--- src/rtl/pc_gen.sv ---
// pc_gen: fetch-stage program-counter generator.
// Holds the fetch PC, advances it sequentially, and loads it from one of
// NUM_REDIRECT prioritised redirect channels (channel 0 highest priority).
// A redirect arriving while the stage is stalled is kept in a one-entry
// pending buffer until the stage is enabled again.
module pc_gen #(
    parameter int unsigned     XLEN         = 32,
    parameter logic [XLEN-1:0] RESET_VECTOR = {XLEN{1'b0}},
    parameter int unsigned     INC          = 4,
    parameter int unsigned     NUM_REDIRECT = 3,
    parameter int unsigned     ALIGN_BITS   = 2
) (
    input  logic                         clk,
    input  logic                         reset,
    input  logic                         en,
    input  logic [NUM_REDIRECT-1:0]      redirect_valid,
    input  logic [NUM_REDIRECT*XLEN-1:0] redirect_target,
    output logic [XLEN-1:0]              PC,
    output logic                         redirected,
    output logic                         misaligned,
    output logic                         pending
);

    localparam int unsigned     IDXW       = (NUM_REDIRECT > 1) ? $clog2(NUM_REDIRECT) : 1;
    localparam logic [XLEN-1:0] INC_V      = XLEN'(INC);
    // Ones in the low ALIGN_BITS positions.
    localparam logic [XLEN-1:0] ALIGN_MASK = ~({XLEN{1'b1}} << ALIGN_BITS);

    // Force the low alignment bits of a target to zero.
    function automatic logic [XLEN-1:0] align_target(input logic [XLEN-1:0] t);
        return t & ~ALIGN_MASK;
    endfunction

    // True when a target has any nonzero low alignment bit.
    function automatic logic low_bits_set(input logic [XLEN-1:0] t);
        return |(t & ALIGN_MASK);
    endfunction

    logic [XLEN-1:0] pc_q, pc_d;
    logic            pend_q, pend_d;
    logic [XLEN-1:0] pend_tgt_q, pend_tgt_d;
    logic [IDXW-1:0] pend_idx_q, pend_idx_d;
    logic            redirected_q, redirected_d;
    logic            misaligned_q, misaligned_d;

    logic            live_valid_s;
    logic [IDXW-1:0] live_idx_s;
    logic [XLEN-1:0] live_tgt_s;
    logic            cand_valid_s;
    logic [XLEN-1:0] cand_tgt_s;
    logic            live_beats_pend_s;

    // Live winner: lowest-index channel requesting a redirect this cycle.
    always_comb begin
        live_valid_s = 1'b0;
        live_idx_s   = {IDXW{1'b0}};
        live_tgt_s   = {XLEN{1'b0}};
        for (int i = int'(NUM_REDIRECT) - 1; i >= 0; i--) begin
            if (redirect_valid[i]) begin
                live_valid_s = 1'b1;
                live_idx_s   = IDXW'(i);
                live_tgt_s   = redirect_target[i*XLEN +: XLEN];
            end else begin
                live_valid_s = live_valid_s;
            end
        end
    end

    // Choose between live winner and pending entry; live wins ties on index.
    always_comb begin
        cand_valid_s      = 1'b0;
        cand_tgt_s        = {XLEN{1'b0}};
        // Strictly-lower test used when deciding whether to overwrite pending.
        live_beats_pend_s = live_valid_s && (!pend_q || (live_idx_s < pend_idx_q));
        if (live_valid_s && (!pend_q || (live_idx_s <= pend_idx_q))) begin
            cand_valid_s = 1'b1;
            cand_tgt_s   = live_tgt_s;
        end else if (pend_q) begin
            cand_valid_s = 1'b1;
            cand_tgt_s   = pend_tgt_q;
        end else begin
            cand_valid_s = 1'b0;
        end
    end

    // Next-state logic for PC, pending buffer and one-cycle flags.
    always_comb begin
        pc_d         = pc_q;
        pend_d       = pend_q;
        pend_tgt_d   = pend_tgt_q;
        pend_idx_d   = pend_idx_q;
        redirected_d = 1'b0;
        misaligned_d = 1'b0;
        if (en) begin
            pend_d = 1'b0;
            if (cand_valid_s) begin
                pc_d         = align_target(cand_tgt_s);
                redirected_d = 1'b1;
                misaligned_d = low_bits_set(cand_tgt_s);
            end else begin
                pc_d = pc_q + INC_V;
            end
        end else begin
            // Stalled: PC holds; a strictly better live redirect replaces pending.
            if (live_beats_pend_s) begin
                pend_d     = 1'b1;
                pend_tgt_d = live_tgt_s;
                pend_idx_d = live_idx_s;
            end else begin
                pend_d = pend_q;
            end
        end
    end

    // State registers with asynchronous active-high reset.
    always_ff @(posedge clk or posedge reset) begin
        if (reset) begin
            pc_q         <= RESET_VECTOR;
            pend_q       <= 1'b0;
            pend_tgt_q   <= {XLEN{1'b0}};
            pend_idx_q   <= {IDXW{1'b0}};
            redirected_q <= 1'b0;
            misaligned_q <= 1'b0;
        end else begin
            pc_q         <= pc_d;
            pend_q       <= pend_d;
            pend_tgt_q   <= pend_tgt_d;
            pend_idx_q   <= pend_idx_d;
            redirected_q <= redirected_d;
            misaligned_q <= misaligned_d;
        end
    end

    assign PC         = pc_q;
    assign redirected = redirected_q;
    assign misaligned = misaligned_q;
    assign pending    = pend_q;

endmodule

--- config.mk ---
export PLATFORM = sky130hd
export DESIGN_NAME = pc_gen
export DESIGN_NICKNAME = d
export VERILOG_FILES = /design/src/rtl/pc_gen.sv
export SDC_FILE = /design/constraint.sdc
export NUM_CORES = 1
export LEC_CHECK = 0
export CAP_MARGIN = 20
export CELL_PAD_IN_SITES_DETAIL_PLACEMENT = 2
export CELL_PAD_IN_SITES_GLOBAL_PLACEMENT = 2
export CORE_ASPECT_RATIO = 0.75
export CORE_UTILIZATION = 25
export CTS_CLUSTER_DIAMETER = 150
export DETAILED_ROUTE_END_ITERATION = 10
export MAX_ROUTING_LAYER = met4
export PLACE_DENSITY_LB_ADDON = 0.3
export SLEW_MARGIN = 0
export SYNTH_ARGS = -nofsm -noshare
export SYNTH_HDL_FRONTEND = slang
export SYNTH_SLANG_ARGS = --single-unit
--- constraint.sdc ---
create_clock -name clk -period 5.6 [get_ports clk]
set_clock_uncertainty 0.15 [all_clocks]
set_input_delay 0.56 -clock clk [delete_from_list [all_inputs] [get_ports clk]]
set_output_delay 0.56 -clock clk [all_outputs]
set_load 0.03 [all_outputs]
== Word level (Yosys, flattened, before mapping) ==
Index checks and enable logic that the tools add are counted.
Storage, ports and cells
  flip-flop bits (word level): 69
  word-level logic and storage cells: 38
Cells by class
  add/subtract/negate cells: 1
  magnitude comparators: 2
  muxes and demuxes: 20
  bitwise operators: 1
  reductions and logical operators: 8
Operators by type and width (number)
  32-bit 2-to-1 mux: 6
  32-bit by 3-bit adder with 32-bit output (second input constant): 1
  1-bit 2-to-1 mux: 11
  2-bit 2-to-1 mux: 3
  2-bit less-or-equal comparator: 1
  1-bit logical AND: 2
  1-bit logical OR: 2
  2-bit < comparator: 1
  2-bit AND reduction: 1
  2-bit nonzero test: 1
  2-bit OR reduction: 1
  1-bit zero test: 1
  1-bit NOT: 1

== Longest topological paths before layout ==
Gate-level depths: netlist of run 1.
  depth in word-level cells: 10
  gate-level depth with buffers: 12
  mapped depth without buffers: 9

== Least setup slack after synthesis of run 1 ==
No wires, ideal clock.
  path type: input -> register
  start: in redirect_valid[0]
  end: reg pend_tgt_q[18]
  data arrival time: 2.934 ns
  setup slack: 2.392 ns
  stages on the path: 11
  cell sequence: buf_6 -> clkbuf_1 -> clkbuf_1 -> nor3b_1 -> ha_1 -> nor2b_1 -> or2_2 -> a21oi_1 -> nand2_1 -> clkbuf_1 -> mux2_2
On the way
  cells in the longest elaborated chain, start to end: 5
RTL lines
  start: declaration: line 16  | input logic [NUM_REDIRECT-1:0] redirect_valid,
  2-bit 2-to-1 mux: line 59  | if (redirect_valid[i]) begin
  named net live_idx_s[1]: line 47  | logic [IDXW-1:0] live_idx_s;
  2-bit < comparator: line 74  | live_beats_pend_s = live_valid_s && (!pend_q || (live_idx_s < pend_idx_q));
  1-bit logical OR: line 74
  1-bit logical AND: line 74
  2-bit AND reduction (no source line)
  end signal: assignment: line 120  | pend_tgt_q <= {XLEN{1'b0}};
  end signal: assignment: line 127  | pend_tgt_q <= pend_tgt_d;
  end: declaration: line 41  | logic [XLEN-1:0] pend_tgt_q, pend_tgt_d;
The timed path passes the listed nets, and every way through them passes these cells.
A chain may end at the register's enable or synchronous reset.

== Final worst setup path of run 1 ==
  start: in redirect_valid[1]
  end: reg pend_tgt_q[21]
On the way
  cells in the longest elaborated chain, start to end: 6
RTL lines (line)
  2-bit 2-to-1 mux (2 in a row): 59
  named net live_idx_s[1]: 47
  2-bit < comparator: 74
  1-bit logical OR: 74
  1-bit logical AND: 74
  2-bit AND reduction (no source line)
The timed path passes the listed nets, and every way through them passes these cells.

==> flow_summary_export.csv, run 1 <==
group,metric,value,unit
floorplan,dieHeight,114,um
timing,hold_slack,0.327,ns
global_route,grt_pass1_vias,4682,
floorplan,std_cell_rows,40,
clocking,cts_tree,"done",
final_layout,drive_gt1_frac,0.0758,
final_layout,fillers,1806,
routing,postRouteAntennaNets,0,
critical_path,critPathCaptureType,"flip-flop",
floorplan,die_w,151,um
final_layout,multi_input_area,2260,um2
global_route,gr-usage-all-layers,0.214,
synthesis,synth_area,4160,um2
clocking,clk_pin_slew,0.06,ns
routing,drt_pass1_iterations,5,
final_layout,final_util,0.371,
synthesis,seq_area_frac_synth,0.403,
place,place_congestion,0.814,
routing,via_per_inst,5.41,
outcome,status,"completed",
synthesis,synth_area_leaders,"dfrtp_1 40%, o21ai_0 7.8%, nand2_1 5.4%",
pwr,p_per_area,308,nW/um2
place,dp_hpwl,12600,um
routing,drt_iter0_drc,152,
critical_path,arrival,3.69,ns
timing,finalHoldViolCount,0,
pwr,p_leak,2.34,nW
synthesis,synth.distinct_cells,52,
timing,slew_violations,0,
critical_path,path_max_fanout,38,
routing,wl,17100,um
place,numPortBuffers,134,
critical_path,worst-setup-path-type,"in -> reg",
global_route,grt_pass1_wl,26800,um
synthesis,synth_top_cell_by_area,"dfrtp_1",
clocking,cts_resized,0,
synthesis,synth_edf_count,0,
job,maxCapViolations,0,
synthesis,yosys_warnings,0,
place,placed_cell_area,5670,um2
clocking,clk_root_buffer_cell,"clkbuf_16",
final_layout,diodes,0,
pwr,vdd_drop_max,0.123,mV
synthesis,synth.avg_cell_area,8.49,um2
routing,vias,4422,
routing,wl_per_cell,20.9,um
clocking,cts_setup_buffers,0,
synthesis,syn-instance-count,490,
min_path,hp-class,"reg -> reg",
clocking,h-tree-depth,3,
floorplan,die_area,17200,um2
critical_path,worstPathRequired,5.67,ns
routing,drcViolationCount,0,
timing,fmax,0.276,GHz
clocking,ctsHoldBuffers,0,
critical_path,startpoint_type,"primary input",
global_route,grt-ovfl-total,0,
global_route,antenna_found_initial,0,
clocking,clock_latency,0.34,ns
clocking,clk_path_buf_depth,2,
final_layout,syn2layout_area_growth,43.8,%
timing,tns,0,ns
place,dp.cells,801,
timing,post-route-min-period,3.62,ns
synthesis,ys_seq_elements,67,
clocking,cts_buffers,9,
synthesis,ys.flop_type,"dfrtp_1",
global_route,grt_max_degree,68,
final_layout,stdcell_count,817,
timing,setup_viol,0,
timing,rsz0062_at_grt,"no",
timing,worstMarginPinSlew,0.928,ns
synthesis,yosysTopAreaCellShare,0.403,
final_layout,final_area,5980,um2
floorplan,start_util,0.258,
floorplan,core,16100,um2
synthesis,async_flop_share,1.00,
timing,fin_crit_sh,0.646,
final_layout,seq_area,1680,um2
floorplan,io_pins,137,
timing,maxSlewHeadroom,0.381,
final_layout,layout.nets,707,
clocking,clock-sinks,67,
[synthesized netlist by cell type (6+ instances only)]
| cell | count |
|---|---|
| dfrtp_1 | 67 |
| nor3_1 | 7 |
| a21oi_1 | 14 |
| a221oi_1 | 6 |
| nand3_1 | 31 |
| and3_1 | 11 |
| o211ai_1 | 14 |
| nand4_1 | 9 |
| inv_1 | 11 |
| a31oi_1 | 6 |
| o21ai_0 | 65 |
| clkbuf_1 | 39 |
| nor2_1 | 26 |
| a22o_1 | 15 |
| nand2_1 | 60 |
| mux2_2 | 12 |
| a221o_1 | 18 |
| a22oi_1 | 11 |
[registers in the layout, summed over array words and instances, names as in the netlist]
register / flops
pend_tgt_q: 32
PC: 30
pend_idx_q: 2
misaligned: 1
pending: 1
redirected: 1
[final cells by class]
| type | instances | area share |
|---|---|---|
| Clock buffer | 13 | 0.0452 |
| Tap cell | 210 | 0.0439 |
| Clock inverter | 3 | 0.00753 |
| Multi-Input combinational cell | 367 | 0.377 |
| Timing Repair Buffer | 146 | 0.239 |
| Sequential cell | 67 | 0.280 |
| Inverter | 11 | 0.00690 |
[cell families after synthesis]
group / after synthesis / share of synthesized area
AOI/OAI and AO/OA: 177 / 0.291
xor gates and xnor gates: 2 / 0.00421
adders and majority gates: 3 / 0.00902
buffers and inverters: 57 / 0.0559
DFF: 67 / 0.403
muxes: 13 / 0.0349
other: 1 / 0.000901
and+or+nand+nor: 170 / 0.201
[metrics by stage]
step	power, mW	setup slack, ns
finish	1.84	1.98
global route	1.93	1.85
CTS	1.86	2.02
detailed placement	1.25	1.67
global placement	1.22	1.85
floorplan	0.975	2.39
[final timing paths]
kind	cells after the start	start	end	slack, ns
hold reg to reg	2	pend_tgt_q[16]	pend_tgt_q[16]	0.33
hold / removal	2	pend_tgt_q[16]	pend_tgt_q[16]	0.33
min in group asynchronous	3	reset	PC[17]	0.65
setup reg to reg	7	PC[2]	PC[24]	2.59
max in group asynchronous	3	reset	PC[24]	4.00
setup / recovery	10	redirect_valid[1]	pend_tgt_q[21]	1.98
[critical path, cell delays in order]
cell,delay (ns)
clkdlybuf4s50_1,0.40
buf_4,0.26
nor3b_1,0.35
ha_1,0.31
nor2b_1,0.15
or2_2,0.28
a21oi_1,0.25
nand2_1,0.39
buf_4,0.40
mux2_2,0.31
[cells in the final DEF, fill, tap and decap left out, types with 7 or more instances in the layout]
master / instances
mux2_2: 12
a22oi_1: 11
nand2_1: 60
and3_1: 11
buf_4: 12
a22o_1: 15
clkdlybuf4s50_1: 134
dfrtp_1: 67
nor3_1: 7
o21ai_0: 65
a221o_1: 18
nand3_1: 31
nand4_1: 9
a21oi_1: 14
nor2_1: 26
clkbuf_16: 9
inv_1: 10
o211ai_1: 14
[power breakdown]
part,internal (mW),switching [mW]
Clock,0.381,0.219
Combinational,0.253,0.306
Sequential,0.580,0.103
Total,1.21,0.627
[per-layer routing]
layer / GRT usage / share of wire / wire (um)
met1: 0.314 / 0.51 / 8730
met2: 0.303 / 0.42 / 7180
met3: 0.0432 / 0.061 / 1050
met4: 0.0387 / 0.0058 / 99
met5: - / 0 / 0
Note: power is estimated with default switching activity, not from simulation.
==> run 2: changes to the inputs <==
==> constraint.sdc (replaced) <==
create_clock -name clk -period 3.4 [get_ports clk]
set_clock_uncertainty 0.15 [all_clocks]
set_input_delay 0.34 -clock clk [delete_from_list [all_inputs] [get_ports clk]]
set_output_delay 0.34 -clock clk [all_outputs]
set_load 0.03 [all_outputs]
==> flow_summary_export.csv, run 2 (synthesized netlist as in run 1, its figures left out) <==
group,metric,value,unit
global_route,gr-usage-all-layers,0.212,
routing,drt_pass1_iterations,4,
floorplan,die_w,151,um
timing,rsz0062_at_grt,"no",
timing,setup_ws,0.528,ns
final_layout,drive_gt1_frac,0.0908,
clocking,clock_latency,0.34,ns
pwr,p_leak,2.40,nW
clocking,cts_tree,"done",
pwr,p_per_area,495,nW/um2
routing,drcViolationCount,0,
critical_path,critical_path_depth,11,
final_layout,diodes,0,
min_path,hp-class,"in -> async",
final_layout,final_area,6080,um2
critical_path,cp_top_family,"buffers and inverters",
place,placed_cell_area,5780,um2
place,dp_hpwl,12800,um
outcome,status,"completed",
final_layout,layout.nets,717,
clocking,clk_pin_slew,0.06,ns
floorplan,start_util,0.258,
global_route,grt_pass1_vias,4760,
floorplan,std_cell_rows,40,
clocking,clk_path_buf_depth,2,
timing,fin_crit_sh,0.845,
global_route,antenna_found_initial,0,
global_route,grt_pass1_wl,26700,um
clocking,ctsHoldBuffers,0,
global_route,grt-ovfl-total,0,
critical_path,worst-setup-path-type,"in -> reg",
final_layout,largest_reg_flops,32,
timing,worstMarginPinSlew,0.681,ns
clocking,cts_resized,0,
critical_path,cp_num_buf_inv,3,
critical_path,path_max_fanout,12,
clocking,cts_setup_buffers,0,
job,maxCapViolations,0,
timing,fmax,0.348,GHz
critical_path,r2r_cells,6,
critical_path,crit_path_top_delay_cell,"clkdlybuf4s50_1",
final_layout,top_register,"pend_tgt_q",
critical_path,slowest_delay,0.53,ns
floorplan,dieHeight,114,um
routing,postRouteAntennaNets,0,
routing,vias,4428,
routing,via_per_inst,5.35,
critical_path,critPathCaptureType,"flip-flop",
floorplan,die_area,17200,um2
critical_path,worstPathRequired,3.48,ns
clocking,clock-sinks,67,
clocking,clk_root_buffer_cell,"clkbuf_16",
routing,wl,16900,um
floorplan,core,16100,um2
global_route,grt_max_degree,68,
clocking,h-tree-depth,3,
timing,post-route-min-period,2.87,ns
floorplan,io_pins,137,
place,numPortBuffers,134,
critical_path,cp_cell_sequence,"clkdlybuf4s50_1, nor3b_1, ha_1, nor2b_1, o211ai_1, nand2_1, buf_4, buf_4, nand3_1, o211ai_1, a22o_1",
timing,setup_viol,0,
place,place_congestion,0.797,
timing,maxSlewHeadroom,0.541,
routing,wl_per_cell,20.4,um
critical_path,arrival,2.95,ns
place,dp.cells,811,
timing,finalHoldViolCount,0,
clocking,cts_buffers,9,
timing,hold_slack,0.245,ns
pwr,power,3.01,mW
pwr,vdd_drop_max,0.176,mV
timing,tns,0,ns
critical_path,startpoint_type,"primary input",
final_layout,mostFrequentLayoutCell,"clkdlybuf4s50_1",
final_layout,layout_common_cells,"134 x clkdlybuf4s50_1, 67 x dfrtp_1, 65 x o21ai_0",
routing,drt_iter0_drc,173,
final_layout,stdcell_count,827,
final_layout,final_util,0.377,
place,dpl_worst_slack,0.175,ns
timing,slew_violations,0,
final_layout,syn2layout_area_growth,46.1,%
run 2: cell types whose count changed in the layout (fill, tap and decap cells not counted), sizes merged:
cell | before | now
buf | 12 | 22
clkbuf | 13 | 11
clkinv | 0 | 3
clkinvlp | 2 | 1
run 2: final cells by class:
type	instances	area, um2
fillers	1808	10000
multi-input cells	367	2260
flip-flops and latches	67	1680
repair buffers	156	1540
well taps	210	263
clock buffers	11	243
clock inverters	5	52.6
inverters	11	41.3
run 2: metal layers:
layer	global-route usage	up-vias	wire, um
li1	-	2085	-
met1	0.299	2206	8680
met2	0.304	130	7170
met3	0.0492	7	874
met4	0.0527	0	143
met5	-	-	0
run 2: power breakdown:
group	leakage, nW	switching (mW)	internal [mW]	total [mW]
combinational	1.43	0.501	0.435	0.936
clock	0.145	0.369	0.584	0.952
sequential	0.824	0.164	0.956	1.12
run 2: final timing paths:
kind                            slack (ns)         startpoint             to
worst max-delay path                  0.53  redirect_valid[2]         PC[20]
worst min-delay path                  0.25              reset         PC[28]
worst max register to register        0.70              PC[4]         PC[27]
worst min register to register        0.33      pend_tgt_q[9]  pend_tgt_q[9]
max in group asynchronous             2.54              reset  pend_idx_q[1]
min in group clk                      0.33      pend_tgt_q[9]  pend_tgt_q[9]
run 2: worst register-to-register path: cells and delay by family (launching register included):
family | cells | cell delay, ns
AO/OA/AOI/OAI | 1 | 0.14
flip-flops | 1 | 0.45
AND/OR/NAND/NOR | 5 | 1.90
==> run 3: changes to the inputs <==
--- a/config.mk
+++ b/config.mk
@@ -9,7 +9,7 @@
 export CELL_PAD_IN_SITES_DETAIL_PLACEMENT = 2
 export CELL_PAD_IN_SITES_GLOBAL_PLACEMENT = 2
 export CORE_ASPECT_RATIO = 0.75
-export CORE_UTILIZATION = 25
+export CORE_UTILIZATION = 24
 export CTS_CLUSTER_DIAMETER = 150
 export DETAILED_ROUTE_END_ITERATION = 10
 export MAX_ROUTING_LAYER = met4
==> constraint.sdc (replaced) <==
create_clock -name clk -period 2.5 [get_ports clk]
set_clock_uncertainty 0.15 [all_clocks]
set_input_delay 0.25 -clock clk [delete_from_list [all_inputs] [get_ports clk]]
set_output_delay 0.25 -clock clk [all_outputs]
set_load 0.03 [all_outputs]
==> flow_summary_export.csv, run 3 (synthesized netlist as in run 1, its figures left out) <==
group,metric,value,unit
critical_path,startpoint_type,"flip-flop",
routing,postRouteAntennaNets,0,
floorplan,core,16900,um2
clocking,clk_pin_slew,0.06,ns
timing,hold_slack,0.149,ns
floorplan,dieHeight,116,um
place,dp.cells,855,
global_route,gr-usage-all-layers,0.214,
routing,vias,4599,
final_layout,largest_reg_flops,32,
pwr,p_switching,1.43,mW
critical_path,worstPathRequired,2.62,ns
critical_path,cp_top_family,"simple AND/OR/NAND/NOR gates",
floorplan,die_w,154,um
final_layout,top_register,"pend_tgt_q",
global_route,grt_use_met3,0.0415,
timing,finalHoldViolCount,0,
pwr,swShare,0.336,
floorplan,start_util,0.246,
timing,post-route-min-period,2.42,ns
global_route,gr-usage-met1,0.290,
timing,slew_violations,0,
global_route,grt-ovfl-total,0,
critical_path,reg2reg_setup_slack,0.08,ns
timing,maxSlewHeadroom,0.563,
place,place_congestion,0.754,
critical_path,reg2reg_from,"PC[4]",
critical_path,path_max_fanout,6,
routing,wl_per_cell,20.5,um
timing,fmax,0.413,GHz
critical_path,critPathCaptureType,"flip-flop",
global_route,grt_pass1_vias,5090,
floorplan,die_area,17900,um2
global_route,antenna_found_initial,0,
pwr,clockPowerShare,0.307,
global_route,grt_pass1_wl,28100,um
routing,wl,17800,um
clocking,clock-sinks,67,
clocking,h-tree-depth,3,
clocking,clock_latency,0.34,ns
timing,tns,0,ns
global_route,grt_max_degree,68,
final_layout,stdcell_count,871,
floorplan,io_pins,137,
critical_path,worst-setup-path-type,"reg -> reg",
pwr,p_comb_frac,0.339,
pwr,p_per_area,654,nW/um2
timing,fin_crit_sh,0.969,
critical_path,crit_path_top_delay_cell,"dfrtp_1",
clocking,clk_path_buf_depth,2,
clocking,cts_buffers,9,
routing,drt_pass1_iterations,4,
pwr,cell_internal_pwr,2.82,mW
place,numPortBuffers,134,
final_layout,drive_gt1_frac,0.162,
timing,worstMarginPinSlew,0.648,ns
critical_path,arrival,2.54,ns
final_layout,layout_common_cells,"131 x clkdlybuf4s50_1, 67 x dfrtp_1, 65 x o21ai_0",
place,dp_hpwl,13900,um
critical_path,cp_cell_sequence,"nand4_1, nor4_4, nand3_1, buf_4, or3_1, o211ai_1, a22o_1",
final_layout,mostFrequentLayoutCell,"clkdlybuf4s50_1",
floorplan,std_cell_rows,41,
outcome,status,"completed",
pwr,vdd_drop_max,0.283,mV
timing,rsz0062_at_grt,"yes",
routing,drt_iter0_drc,199,
global_route,busiest_layer,"met2",
pwr,power_frac_seq,0.354,
critical_path,cp_num_buf_inv,1,
clocking,cts_tree,"done",
min_path,hp-class,"in -> async",
critical_path,slowest_delay,0.45,ns
clocking,clk_root_buffer_cell,"clkbuf_16",
timing,setup_viol,0,
final_layout,syn2layout_area_growth,56.0,%
pwr,p_leak,2.66,nW
final_layout,fillers,1821,
routing,drcViolationCount,0,
job,maxCapViolations,0,
final_layout,layout.nets,757,
critical_path,reg2reg_to,"PC[23]",
final_layout,diodes,0,
critical_path,r2r_cells,7,
global_route,met2_usage,0.334,
routing,via_per_inst,5.28,
-- run 3: changes by cell type in the layout (fill, tap and decap cells not counted), moves of 3 or more --
cell,change
buf_4,+37
clkdlybuf4s50_1,-3
a211oi_2,+3
dlymetal6s2s_1,+3
buf_12,+3
a211oi_1,-3
-- run 3: layout make-up --
class,count,area [um2],share of cell area
inverter,11,41.3,0.00636
tap,215,269,0.0414
clock inverter,2,35.0,0.00540
sequential,67,1680,0.258
multi-input combinational,367,2320,0.357
clock buffer,13,260,0.0401
timing repair buffer,196,1890,0.291
-- run 3: worst register-to-register path, stage by stage, from the launching register on --
cell      delay [ns]
dfrtp_1         0.45
nand4_1         0.27
nor4_4          0.41
nand3_1         0.24
buf_4           0.22
or3_1           0.32
o211ai_1        0.11
a22o_1          0.18
-- run 3: per-layer routing --
layer / vias to the layer above / part of all wire / routed length [um]
met3: 10 / 0.046 / 825
met5: - / 0 / 0
met2: 136 / 0.44 / 7910
met4: 0 / 0.0075 / 134
li1: 2169 / - / -
met1: 2284 / 0.50 / 8960
-- run 3: power groups by stage --
stage	Combinational [mW]	Sequential (mW)	Clock, mW
floorplan	0.573	1.64	0
global placement	1.39	1.50	0
detailed placement	1.44	1.52	0
CTS	1.45	1.50	1.34
global route	1.55	1.53	1.39
finish	1.44	1.50	1.30
-- run 3: how the worst max path moves through the flow --
stage                            from              to  slack (ns)  cells past startpoint
finish                          PC[4]          PC[23]        0.08                      7
global route                    PC[2]          PC[22]       -0.03                      7
CTS                 redirect_valid[0]          PC[28]       0.009                     11
detailed placement  redirect_valid[0]          PC[22]       -0.46                      7
global placement    redirect_valid[0]          PC[17]       -0.39                      8
floorplan           redirect_valid[0]  pend_tgt_q[18]       -0.02                     11
-- run 3: per-stage QoR --
stage | worst slack [ns] | util | power, mW | instance area (um2)
after global routing | -0.0264 | 0.385 | 4.47 | 6490
after floorplan | -0.0150 | - | 2.21 | 4250
after detailed placement | -0.456 | 0.365 | 2.95 | 6160
after global placement | -0.394 | 0.365 | 2.89 | 6160
final | 0.0777 | 0.385 | 4.24 | 6490
after CTS | 0.00921 | 0.383 | 4.28 | 6460
-- run 3: what timing repair did --
item | CTS | global route
hold buffers | 0 | 0
gates resized for setup | 1 | 8
endpoints found under the setup margin | 7 | 39
pin swaps | 1 | 3
setup buffers | 0 | 1
==> RTL change 1, RTL diff (config.mk and constraints of run 1) <==
Set the parameter `XLEN` to 16 (it was 32).
--- a/src/rtl/pc_gen.sv
+++ b/src/rtl/pc_gen.sv
@@ -4,7 +4,7 @@
 // A redirect arriving while the stage is stalled is kept in a one-entry
 // pending buffer until the stage is enabled again.
 module pc_gen #(
-    parameter int unsigned     XLEN         = 32,
+    parameter int unsigned     XLEN         = 16,
     parameter logic [XLEN-1:0] RESET_VECTOR = {XLEN{1'b0}},
     parameter int unsigned     INC          = 4,
     parameter int unsigned     NUM_REDIRECT = 3,
Ports: changed (resized PC and redirect_target); port bits go from 137 to 73. The function was not compared with the original's and may differ.
==> RTL change 1 against run 1 <==
Area after synthesis shrank 47%; combinational power shrank 47%; cell count shrank 48%; design area shrank 48%; sequential share of layout area is essentially flat; die area shrank 46%; worst setup slack lost 0.26 ns; sequential cell count shrank 32; non-clock buffer count shrank 71; routed wire length shrank 54%; power shrank 50%.
==> RTL change 1: results (changes against run 1) <==
| Metric | Value |
|---|---|
| Status | `finished clean` |
| VDD IR max | `0.0001311 V (+6.7%)` |
| Synth Area in XOR/XNOR | `0.003962 (-0.0002490)` |
| Fill cells | `950 (-47%)` |
| Clock buf/inv share | `0.04409 (-0.008598)` |
| R2r worst-path depth | `6 (-1)` |
| First-pass GRT wire length | `13470 µm (-50%)` |
| Layout Cells excl Fill | `423 (-48%)` |
| Pleak | `1.222 nW (-48%)` |
| Most instantiated cells after synthesis | `dfrtp_1 (35), nand2_1 (29), o21ai_0 (25), a21oi_1 (20), nand3_1 (14)` |
| GRT Total Usage | `0.1905 (-0.02329)` |
| M2 GR Usage | `0.2964 (-0.006310)` |
| Reg area | `875.8 µm² (-48%)` |
| Metal3 WL | `248 µm (-76%)` |
| RePlAce Congestion | `0.7374 (-9.4%)` |
| Post-synthesis sequential area ratio | `0.3962 (-0.006856)` |
| Multi-input gate area | `1182 µm² (-48%)` |
| Reg2reg setup slack | `2.99 ns (+0.40 ns)` |
| Critical path arrival | `3.89 ns (+0.20 ns)` |
| Vias in the first global route | `2476 (-47%)` |
| Synth Area in Adders | `0.01698 (+0.007955)` |
| Die width | `110.6 µm (-27%)` |
| TritonCTS Buffers | `5 (-4)` |
| Dpl hpwl | `5852 µm (-54%)` |
| Combinational share of power | `0.320 (+0.017)` |
| Met1 usage | `0.2573 (-0.05634)` |
| Comb_multi_in | `183 (-50%)` |
| Synth unique cells | `55 (+5.8%)` |
| Crit path max fanout | `25 (-34%)` |
| Signal buffers | `75 (-49%)` |
| GR met3 Demand/Resource | `0.04015 (-0.003054)` |
| Largest cells by area after synthesis | `dfrtp_1 (40%), o21ai_0 (5.7%), mux2_2 (5.6%)` |
| Multiplexer share of the synthesized area | `0.06055 (+0.02567)` |
| Slowest stage delay, CP | `0.88 ns (+0.48 ns)` |
| Max FFs per register | `16 (-50%)` |
| FF-to-FF End | `pend_tgt_q[7]` |
| Dpl cell area | `2984 µm² (-47%)` |
| Flip-flop and latch count | `35 (-48%)` |
| Seq power | `0.358 mW (-48%)` |
| Vias per cell | `5.284 (-2.4%)` |
| Least-Margin Pin Slew | `1.047 ns (+0.1187 ns)` |
| DRT Pass-1 Iters | `4 (-1)` |
| Initial DRC count | `64 (-58%)` |
| Worst-skew pair later-pin latency | `0.28 ns (-0.06 ns)` |
| H-tree lvl count | `2 (-1)` |
| Layout cells sized above 1 | `0.09841 (+0.02263)` |
| Worst r2r src | `pend_idx_q[1]` |
| NumNets Final | `371 (-48%)` |
[RTL change 1: through the flow]
stage	util	hold slack [ns]	worst slack, ns	power (mW)
2_1_floorplan	-	0.2995	2.924	0.5209
3_3_place_gp	0.3500	0.3147	1.577	0.6479
3_5_place_dp	0.3500	0.3322	1.428	0.6574
4_1_cts	0.3661	0.3588	1.696	0.9287
5_1_grt	0.3661	0.3733	1.361	0.9760
6_report	0.3661	0.3572	1.725	0.9194
[RTL change 1: how the worst max path moves through the flow]
stage / slack (ns) / end / cells after the start / startpoint
6_report: 1.72 / pend_tgt_q[7] / 7 / redirect_valid[1]
5_1_grt: 1.36 / pend_tgt_q[1] / 7 / redirect_valid[1]
4_1_cts: 1.70 / pend_tgt_q[1] / 7 / redirect_valid[1]
3_5_place_dp: 1.43 / pend_tgt_q[1] / 7 / redirect_valid[1]
3_3_place_gp: 1.58 / pend_tgt_q[7] / 7 / redirect_valid[1]
2_1_floorplan: 2.92 / pend_tgt_q[10] / 9 / redirect_valid[0]
==> RTL change 2, RTL diff (settings of run 1) <==
Without the edit above. Add an input register stage for `en`, `redirect_valid` and `redirect_target`, with the module's reset; this delays them by one clock.
--- a/src/rtl/pc_gen.sv
+++ b/src/rtl/pc_gen.sv
@@ -25,6 +25,22 @@
     localparam logic [XLEN-1:0] INC_V      = XLEN'(INC);
     // Ones in the low ALIGN_BITS positions.
     localparam logic [XLEN-1:0] ALIGN_MASK = ~({XLEN{1'b1}} << ALIGN_BITS);
+
+    logic en_q;
+    logic [NUM_REDIRECT-1:0] redirect_valid_q;
+    logic [NUM_REDIRECT*XLEN-1:0] redirect_target_q;
+
+    always_ff @(posedge clk or posedge reset) begin
+        if (reset) begin
+            en_q              <= '0;
+            redirect_valid_q  <= '0;
+            redirect_target_q <= '0;
+        end else begin
+            en_q              <= en;
+            redirect_valid_q  <= redirect_valid;
+            redirect_target_q <= redirect_target;
+        end
+    end
 
     // Force the low alignment bits of a target to zero.
     function automatic logic [XLEN-1:0] align_target(input logic [XLEN-1:0] t);
@@ -56,10 +72,10 @@
         live_idx_s   = {IDXW{1'b0}};
         live_tgt_s   = {XLEN{1'b0}};
         for (int i = int'(NUM_REDIRECT) - 1; i >= 0; i--) begin
-            if (redirect_valid[i]) begin
+            if (redirect_valid_q[i]) begin
                 live_valid_s = 1'b1;
                 live_idx_s   = IDXW'(i);
-                live_tgt_s   = redirect_target[i*XLEN +: XLEN];
+                live_tgt_s   = redirect_target_q[i*XLEN +: XLEN];
             end else begin
                 live_valid_s = live_valid_s;
             end
@@ -91,7 +107,7 @@
         pend_idx_d   = pend_idx_q;
         redirected_d = 1'b0;
         misaligned_d = 1'b0;
-        if (en) begin
+        if (en_q) begin
             pend_d = 1'b0;
             if (cand_valid_s) begin
                 pc_d         = align_target(cand_tgt_s);
Behaviour: not the same (a bounded check fails within 4 cycles, from zero or initial values and one cycle with reset high).
==> RTL change 2 against run 1 <==
Power increased by 79%; register-to-register slack got worse by 0.89 ns; combinational power increased by 9.7%; synthesized cell count increased by 23%; design area increased by 50%; sequential cell count increased by 100; first-iteration DRC count increased by 71%; worst setup slack got worse by 0.28 ns; via count increased by 22%; fmax decreased by 7.1%; sequential share of layout area increased by 19 points; count of clock-buffer cells in the layout increased by 5; area after synthesis increased by 61%; routed wire length increased by 34%; critical path type is now flop to flop; highest routed layer unchanged.
==> RTL change 2: results (changes against run 1) <==
| Metric | Value |
|---|---|
| Crit path max fanout | `35 (-7.9%)` |
| Slowest stage cell, crit path | `nand2_1` |
| Layout cells sized above 1 | `0.09362 (+0.01784)` |
| Clkbuf count | `18 (+5)` |
| Status | `finished clean` |
| Metal3 WL | `892 µm (-15%)` |
| Dpl hpwl | `15770 µm (+25%)` |
| Largest register by flop count | `redirect_target_q` |
| VDD IR max | `0.0002069 V (+68%)` |
| Via Count | `5416 (+22%)` |
| Avg Inst Size Synth | `11.08 µm² (+31%)` |
| Metal-1 WL | `10840 µm (+24%)` |
| Post-synthesis sequential area ratio | `0.6254 (+0.2223)` |
| Inverters | `13 (+2)` |
| WS Path Type | `flop to flop` |
| NumNets Final | `829 (+17%)` |
| Vias in the first global route | `5998 (+28%)` |
| Synth unique cells | `50 (-3.8%)` |
| Clk sinks | `167 (+150%)` |
| Critical Path End | `PC[8]` |
| Critical path arrival | `4.07 ns (+0.38 ns)` |
| Largest cells by area after synthesis | `dfrtp_1 (63%), o21ai_0 (6.7%), nand2_1 (3.7%)` |
| First-pass GRT wire length | `35990 µm (+34%)` |
| Largest net degree at the start of global routing | `87 (+28%)` |
| Drt wl/cell | `21.08 µm (+0.95%)` |
| Fill cells | `2732 (+51%)` |
| Post-Route WL | `22780 µm (+34%)` |
| Fraction of area in multi-input gates | `0.2546 (-0.1226)` |
| Non-clock buffering overhead | `0.1596 (-0.07958)` |
| Initial DRC count | `260 (+71%)` |
| Slowest stage delay, CP | `0.68 ns (+0.28 ns)` |
| Most instantiated cells after synthesis | `dfrtp_1 (167), o21ai_0 (90), nand2_1 (66), clkbuf_1 (33), nand3_1 (29)` |
| DP Cell Count | `1049 (+31%)` |
| Worst hold path startpoint | `pend_tgt_q[11]` |
| Min cycle time layout | `3.896 ns (+0.2762 ns)` |
| Syn Inst Count | `603 (+23%)` |
| Hold Slack | `0.3414 ns (+0.01489 ns)` |
| Max-slew headroom | `0.3041 (-0.07724)` |
| Multiplexer share of the synthesized area | `0.02509 (-0.009798)` |
| GRT Total Usage | `0.1811 (-0.03267)` |
| H-tree lvl count | `4 (+1)` |
| Synth Area in Adders | `0.005617 (-0.003406)` |
| DRT Pass-1 Iters | `4 (-1)` |
| R2r worst-path depth | `10 (+3)` |
[RTL change 2: cell types whose count changed after synthesis, sizes merged, moves of 6 or more]
cell,change
dfrtp,+100
o21ai,+25
o211ai,-12
a22o,-10
a21oi,+8
clkbuf,-6
nand2,+6
nor2,-6
nor4,+6
[RTL change 2: cells by family (layout without fill, tap and decap cells)]
logic type,Yosys count,in the layout
AOI/OAI and AO/OA,185,185
and+or+nand+nor,174,174
DFF,167,167
buffers and inverters,58,191
muxes,15,15
adders and majority gates,3,3
other,1,2
[RTL change 2: report_power, final]
group | switching, mW | internal, mW | total (mW)
registers | 0.128 | 1.34 | 1.47
clock network | 0.536 | 0.669 | 1.21
logic | 0.350 | 0.263 | 0.613
total | 1.01 | 2.28 | 3.29
[RTL change 2: layer usage]
| layer | vias to the layer above | track usage |
|---|---|---|
| li1 | 2441 | - |
| met4 | 0 | 0.05389 |
| met5 | - | - |
| met2 | 116 | 0.2761 |
| met1 | 2842 | 0.2445 |
| met3 | 17 | 0.03321 |
